==> config.mk <==
export PLATFORM = sky130hd
export DESIGN_NAME = noc_credit_rx_port
export DESIGN_NICKNAME = d
export VERILOG_FILES = /design/src/rtl/noc_pkg.sv /design/src/rtl/noc_rx_fifo.sv /design/src/rtl/noc_credit_rx_port.sv
export SDC_FILE = /design/constraint.sdc
export NUM_CORES = 1
export LEC_CHECK = 0
export CORE_MARGIN = 5
export CORE_UTILIZATION = 45
export DETAILED_ROUTE_END_ITERATION = 10
export PLACE_DENSITY = 0.74
export SLEW_MARGIN = 20
export SYNTH_ARGS = -nofsm -noshare
export SYNTH_HDL_FRONTEND = slang
export SYNTH_HIERARCHICAL = 1
export SYNTH_SLANG_ARGS = --single-unit
export TNS_END_PERCENT = 5
==> constraint.sdc <==
create_clock -name clk -period 4 [get_ports clk]
set_input_delay 0.4 -clock clk [delete_from_list [all_inputs] [get_ports clk]]
set_output_delay 0.4 -clock clk [all_outputs]
set_load 0.02 [all_outputs]
==> src/rtl/noc_pkg.sv <==
// Shared definitions for the router receive port: flit width, flit type codes
// and the packet framing state.
package noc_pkg;

    localparam int FLIT_W = 20;

    localparam logic [1:0] FLIT_BODY   = 2'b00;
    localparam logic [1:0] FLIT_HEAD   = 2'b01;
    localparam logic [1:0] FLIT_TAIL   = 2'b10;
    localparam logic [1:0] FLIT_SINGLE = 2'b11;

    typedef enum logic {
        FRM_IDLE  = 1'b0,
        FRM_INPKT = 1'b1
    } frame_state_t;

endpackage

==> src/rtl/noc_rx_fifo.sv <==
// First-word fall-through FIFO (DEPTH x WIDTH) for the receive port.
// A push at a full FIFO is accepted only when the head leaves on the same edge.
module noc_rx_fifo #(
    parameter int DEPTH = 4,
    parameter int WIDTH = 20,
    localparam int AW = $clog2(DEPTH),
    localparam int CW = $clog2(DEPTH + 1)
) (
    input  logic             clk,
    input  logic             RST,
    input  logic             wr_en,
    input  logic [WIDTH-1:0] wr_data,
    input  logic             rd_en,
    output logic [WIDTH-1:0] rd_data,
    output logic             empty,
    output logic             full,
    output logic [CW-1:0]    count
);

    logic [WIDTH-1:0] mem [DEPTH];
    logic [AW-1:0]    wr_ptr_reg;
    logic [AW-1:0]    rd_ptr_reg;
    logic [CW-1:0]    count_reg;
    logic             do_push;
    logic             do_pop;

    assign empty   = (count_reg == '0);
    assign full    = (count_reg == CW'(DEPTH));
    assign count   = count_reg;
    assign do_pop  = rd_en && !empty;
    assign do_push = wr_en && (!full || do_pop);

    always_ff @(posedge clk) begin
        if (do_push) begin
            mem[wr_ptr_reg] <= wr_data;
        end
    end

    // Pointers wrap naturally because DEPTH is a power of two.
    always_ff @(posedge clk or negedge RST) begin
        if (!RST) begin
            wr_ptr_reg <= '0;
            rd_ptr_reg <= '0;
            count_reg  <= '0;
        end else begin
            if (do_push) begin
                wr_ptr_reg <= wr_ptr_reg + AW'(1);
            end
            if (do_pop) begin
                rd_ptr_reg <= rd_ptr_reg + AW'(1);
            end
            if (do_push && !do_pop) begin
                count_reg <= count_reg + CW'(1);
            end else if (do_pop && !do_push) begin
                count_reg <= count_reg - CW'(1);
            end
        end
    end

    assign rd_data = empty ? '0 : mem[rd_ptr_reg];

endmodule

==> src/rtl/noc_credit_rx_port.sv <==
// Router input port facing a PE: buffers flits, returns one credit per dequeue and
// checks packet framing. Optional sticky overflow flag under NOC_RX_OVF_CHECK_EN.
module noc_credit_rx_port #(
    parameter int DEPTH  = 4,
    parameter int FLIT_W = 20
) (
    input  logic              clk,
    input  logic              RST,
    input  logic [FLIT_W-1:0] datain,
    input  logic              in_valid,
    output logic              co,
    output logic [FLIT_W-1:0] dataout,
    output logic              out_valid,
    input  logic              out_ready,
    output logic              frame_err,
    output logic              ovf_err
);

    import noc_pkg::*;

    localparam int CW = $clog2(DEPTH + 1);

    logic          fifo_empty;
    logic          fifo_full;
    logic [CW-1:0] fifo_count;
    logic          pop;
    logic [1:0]    head_type;
    logic          co_reg;
    logic          frame_err_reg;
    frame_state_t  state_reg;
    logic          unused_fifo;

    noc_rx_fifo #(
        .DEPTH (DEPTH),
        .WIDTH (FLIT_W)
    ) u_fifo (
        .clk     (clk),
        .RST     (RST),
        .wr_en   (in_valid),
        .wr_data (datain),
        .rd_en   (out_ready),
        .rd_data (dataout),
        .empty   (fifo_empty),
        .full    (fifo_full),
        .count   (fifo_count)
    );

    assign unused_fifo = ^{fifo_count, fifo_full};
    assign out_valid   = !fifo_empty;
    assign pop         = out_valid && out_ready;
    assign head_type   = dataout[FLIT_W-1 -: 2];

    // Framing is judged on the flit leaving the port; the flit itself is never altered.
    always_ff @(posedge clk or negedge RST) begin
        if (!RST) begin
            state_reg     <= FRM_IDLE;
            frame_err_reg <= 1'b0;
            co_reg        <= 1'b0;
        end else begin
            co_reg        <= pop;
            frame_err_reg <= 1'b0;
            if (pop) begin
                case (state_reg)
                    FRM_IDLE: begin
                        case (head_type)
                            FLIT_HEAD:   state_reg <= FRM_INPKT;
                            FLIT_SINGLE: state_reg <= FRM_IDLE;
                            default:     frame_err_reg <= 1'b1;
                        endcase
                    end
                    default: begin
                        case (head_type)
                            FLIT_BODY: state_reg <= FRM_INPKT;
                            FLIT_TAIL: state_reg <= FRM_IDLE;
                            FLIT_HEAD: frame_err_reg <= 1'b1;
                            default: begin
                                frame_err_reg <= 1'b1;
                                state_reg     <= FRM_IDLE;
                            end
                        endcase
                    end
                endcase
            end
        end
    end

    assign co        = co_reg;
    assign frame_err = frame_err_reg;

`ifdef NOC_RX_OVF_CHECK_EN
    logic ovf_reg;

    always_ff @(posedge clk or negedge RST) begin
        if (!RST) begin
            ovf_reg <= 1'b0;
        end else if (in_valid && fifo_full && !pop) begin
            ovf_reg <= 1'b1;
        end
    end

    assign ovf_err = ovf_reg;
`else
    assign ovf_err = 1'b0;
`endif

endmodule

==> flow_metrics.py <==
metrics = {
    "layout": {
        "area_delta_synth_final_pct": 21.93,
        "design_area_mm2": 0.004348,
        "stdcell_count": 335,
        "largest_reg_flops": 80,
        "layout.nets": 259,
        "antenna_cells": 0,
        "layout-drive-gt1-share_pct": 18.88,
    },
    "sta": {
        "slew_headroom_pct": 36.74,
        "rsz0062_at_grt": "false",
        "setup_viol": 0,
        "max_freq_ghz": 0.3310,
        "skew_ps": 6.215,
        "final.min_clock_period_ps": 3022,
        "holdWs_ps": 374.8,
        "slew_violations": 0,
        "hold_violations": 0,
        "finalCritPeriodShare_pct": 75.54,
        "worstMarginPinSlew_ps": 948.9,
        "finalSetupTns_ps": 0,
        "setup_slack_ps": 978.4,
    },
    "floorplan": {
        "dieArea_mm2": 0.009805,
        "rows": 32,
        "start_util_pct": 46.15,
        "coreArea_mm2": 0.007727,
        "die-height_um": 99.02,
        "die_width_um": 99.02,
        "io_pins": 48,
    },
    "drt": {
        "drc_errors": 0,
        "drt_iter0_drc": 94,
        "routed_wl_um": 5737,
        "wl_per_cell_um": 17.13,
        "ant_nets": 0,
        "first_pass_iters": 4,
        "vias_per_cell": 5.006,
        "dr_total_vias": 1677,
    },
    "clocking": {
        "cts_max_level": 3,
        "clock_latency_ps": 340,
        "numCtsBuffers": 9,
        "cts_resized": 0,
        "cts_hold_buf": 0,
        "post-cts-setup-buffer-count": 0,
        "clockRootBuffer": "clkbuf_8",
        "ctsLongestPathBuffers": 2,
        "cts_sinks": 90,
        "tritoncts": "yes",
        "clkTransAtPathRegs_ps": 80,
    },
    "logic_synthesis": {
        "synth-edff-count": 80,
        "postSynthCellCount": 173,
        "synth_most_common_cell": "edfxtp_1",
        "syn-mean-instance-area_um2": 20.61,
        "synth_fp_nets": 203,
        "synth_seq_cells": 90,
        "yosys-top-cells-count": "80 x edfxtp_1, 21 x nor2b_1, 20 x mux4_2",
        "synthDistinctLibCells": 25,
        "yosysWarnings": 6,
        "syn-cell-area_mm2": 0.003566,
        "ys_top_cells_by_area": "edfxtp_1 67%, mux4_2 13%, dfrtp_1 7.0%",
        "synthFlopType": "edfxtp_1",
        "yosysSeqAreaShare_pct": 74.39,
        "synthArstFlopShare_pct": 11.11,
        "yosys.area.top_type": "edfxtp_1",
        "yosysTopAreaCellShare_pct": 67.37,
    },
    "placement": {
        "port_buffers": 46,
        "place_inst": 320,
        "placed_area_mm2": 0.004156,
        "dp_hpwl_um": 3781,
        "pre_cts_slack_ps": 1304,
        "place_congestion": 0.6878,
    },
    "pwr": {
        "pwr-share-comb_pct": 40.4,
        "leakage_nw": 1.480,
        "p_sw_share_pct": 32.15,
        "power.share.sequential_pct": 41.5,
        "p_int_w": 0.002226,
        "clkPwrFrac_pct": 18.1,
        "ir_drop_mv": 0.3951,
        "pwr_density_cell_mw_per_mm2": 754.6,
        "p_switching_w": 0.001055,
    },
    "critical_path": {
        "regToRegSetupSlack_ps": 1650,
        "path_cells": "mux4_2, nor2b_1, clkdlybuf4s50_1",
        "end_kind": "output port",
        "slowest_delay_ps": 970,
        "worstPathMaxFanout": 21,
        "rr_endpoint": "u_fifo/count[2]$_DFFE_PN0P_",
        "reg2regPathDepth": 8,
        "path_class": "register to output port",
        "cp_num_cells": 3,
        "required_ps": 3600,
        "cp_slowest_cell": "dfrtp_1",
        "path_buf_inv": 1,
        "rr_startpoint": "u_fifo/count[1]$_DFFE_PN0P_",
        "cp.arrival_ps": 2620,
        "start_kind": "register",
        "cpLargestDelayFamily": "flip-flops",
    },
    "grt": {
        "grt_pass1_wl_um": 9266,
        "grt_usage_pct": 12.66,
        "antenna_found_initial": 0,
        "grt_max_degree": 23,
        "grt_pass1_vias": 1763,
        "grt_overflow_total": 0,
    },
    "worst_hold_path": {
        "holdCritPathClass": "input pin to async pin",
    },
    "status": {
        "run_status": "completed",
    },
    "run": {
        "cap_violations": 0,
    },
}
==> final cells by class <==
type                            count  area [um2]
Sequential cell                    90        2653
Multi-Input combinational cell     71       852.1
Fill cell                         589        3379
Clock inverter                      6       67.56
Inverter                            5       18.77
Tap cell                          102       127.6
Clock buffer                        9       123.9
Timing Repair Buffer               52       505.5
==> placed cells by master (no fill, tap or decap), types with 2 or more instances in the layout <==
| master | netlist | final |
|---|---|---|
| clkbuf_8 | 0 | 9 |
| inv_1 | 5 | 5 |
| nor2_1 | 2 | 2 |
| and2_1 | 5 | 5 |
| clkdlybuf4s50_1 | 0 | 46 |
| mux4_2 | 20 | 20 |
| ha_1 | 5 | 5 |
| nor2b_1 | 21 | 21 |
| xnor2_1 | 4 | 4 |
| buf_4 | 1 | 6 |
| edfxtp_1 | 80 | 80 |
| clkinv_4 | 0 | 2 |
| xor2_1 | 3 | 3 |
| dfrtp_1 | 10 | 10 |
==> power groups by stage <==
stage | clock network (W) | logic [W] | registers [W]
finish | 0.000592 | 0.00133 | 0.00136
global placement | 0 | 0.00134 | 0.00138
detailed placement | 0 | 0.00135 | 0.00139
CTS | 0.000605 | 0.00136 | 0.00137
floorplan | 0 | 0.000866 | 0.00134
global route | 0.000658 | 0.00142 | 0.00139
==> layer usage <==
metal  part of all wire (%)  routed length [um]  global-route usage (%)
met1                     42                2431                   16.01
met2                     52                2959                   20.71
met3                    4.2                 243                   3.114
met4                    1.8                 102                   5.672
met5                      0                   0                       0
==> through the flow <==
| step | utilization (%) | power, W |
|---|---|---|
| floorplan | - | 0.002204 |
| finish | 56.27 | 0.003281 |
| detailed placement | 53.79 | 0.002738 |
| global route | 56.27 | 0.003469 |
| global placement | 53.79 | 0.002719 |
| CTS | 56.27 | 0.003331 |
==> worst register-to-register path: cells and delay by family (launching register included) <==
family / cells / cell delay (ps)
XOR/XNOR: 2 / 290
adder cells (fa/ha/maj): 2 / 560
AND/OR/NAND/NOR: 3 / 920
buffers and inverters: 1 / 60
flip-flops: 1 / 450
==> worst max path at each step <==
stage	startpoint	end	slack [ps]
finish	u_fifo/rd_ptr_reg[1]$_DFFE_PN0P_	dataout[18]	980
global route	u_fifo/rd_ptr_reg[1]$_DFFE_PN0P_	dataout[18]	820
CTS	u_fifo/rd_ptr_reg[1]$_DFFE_PN0P_	dataout[18]	900
detailed placement	u_fifo/rd_ptr_reg[1]$_DFFE_PN0P_	dataout[18]	1300
global placement	u_fifo/rd_ptr_reg[1]$_DFFE_PN0P_	dataout[18]	1300
floorplan	u_fifo/count[1]$_DFFE_PN0P_	u_fifo/count[2]$_DFFE_PN0P_	2030
==> cell families after synthesis <==
kind of cell / after synthesis / share of synthesized area (%)
compound gates: 2 / 0.5614
xor+xnor: 7 / 1.719
fa+ha+maj: 6 / 2.316
buf+inv: 12 / 1.860
flops: 90 / 74.39
mux: 22 / 13.26
other cells: 1 / 0.1052
simple gates: 33 / 5.790
No activity file was read; power rests on OpenSTA's default activity.
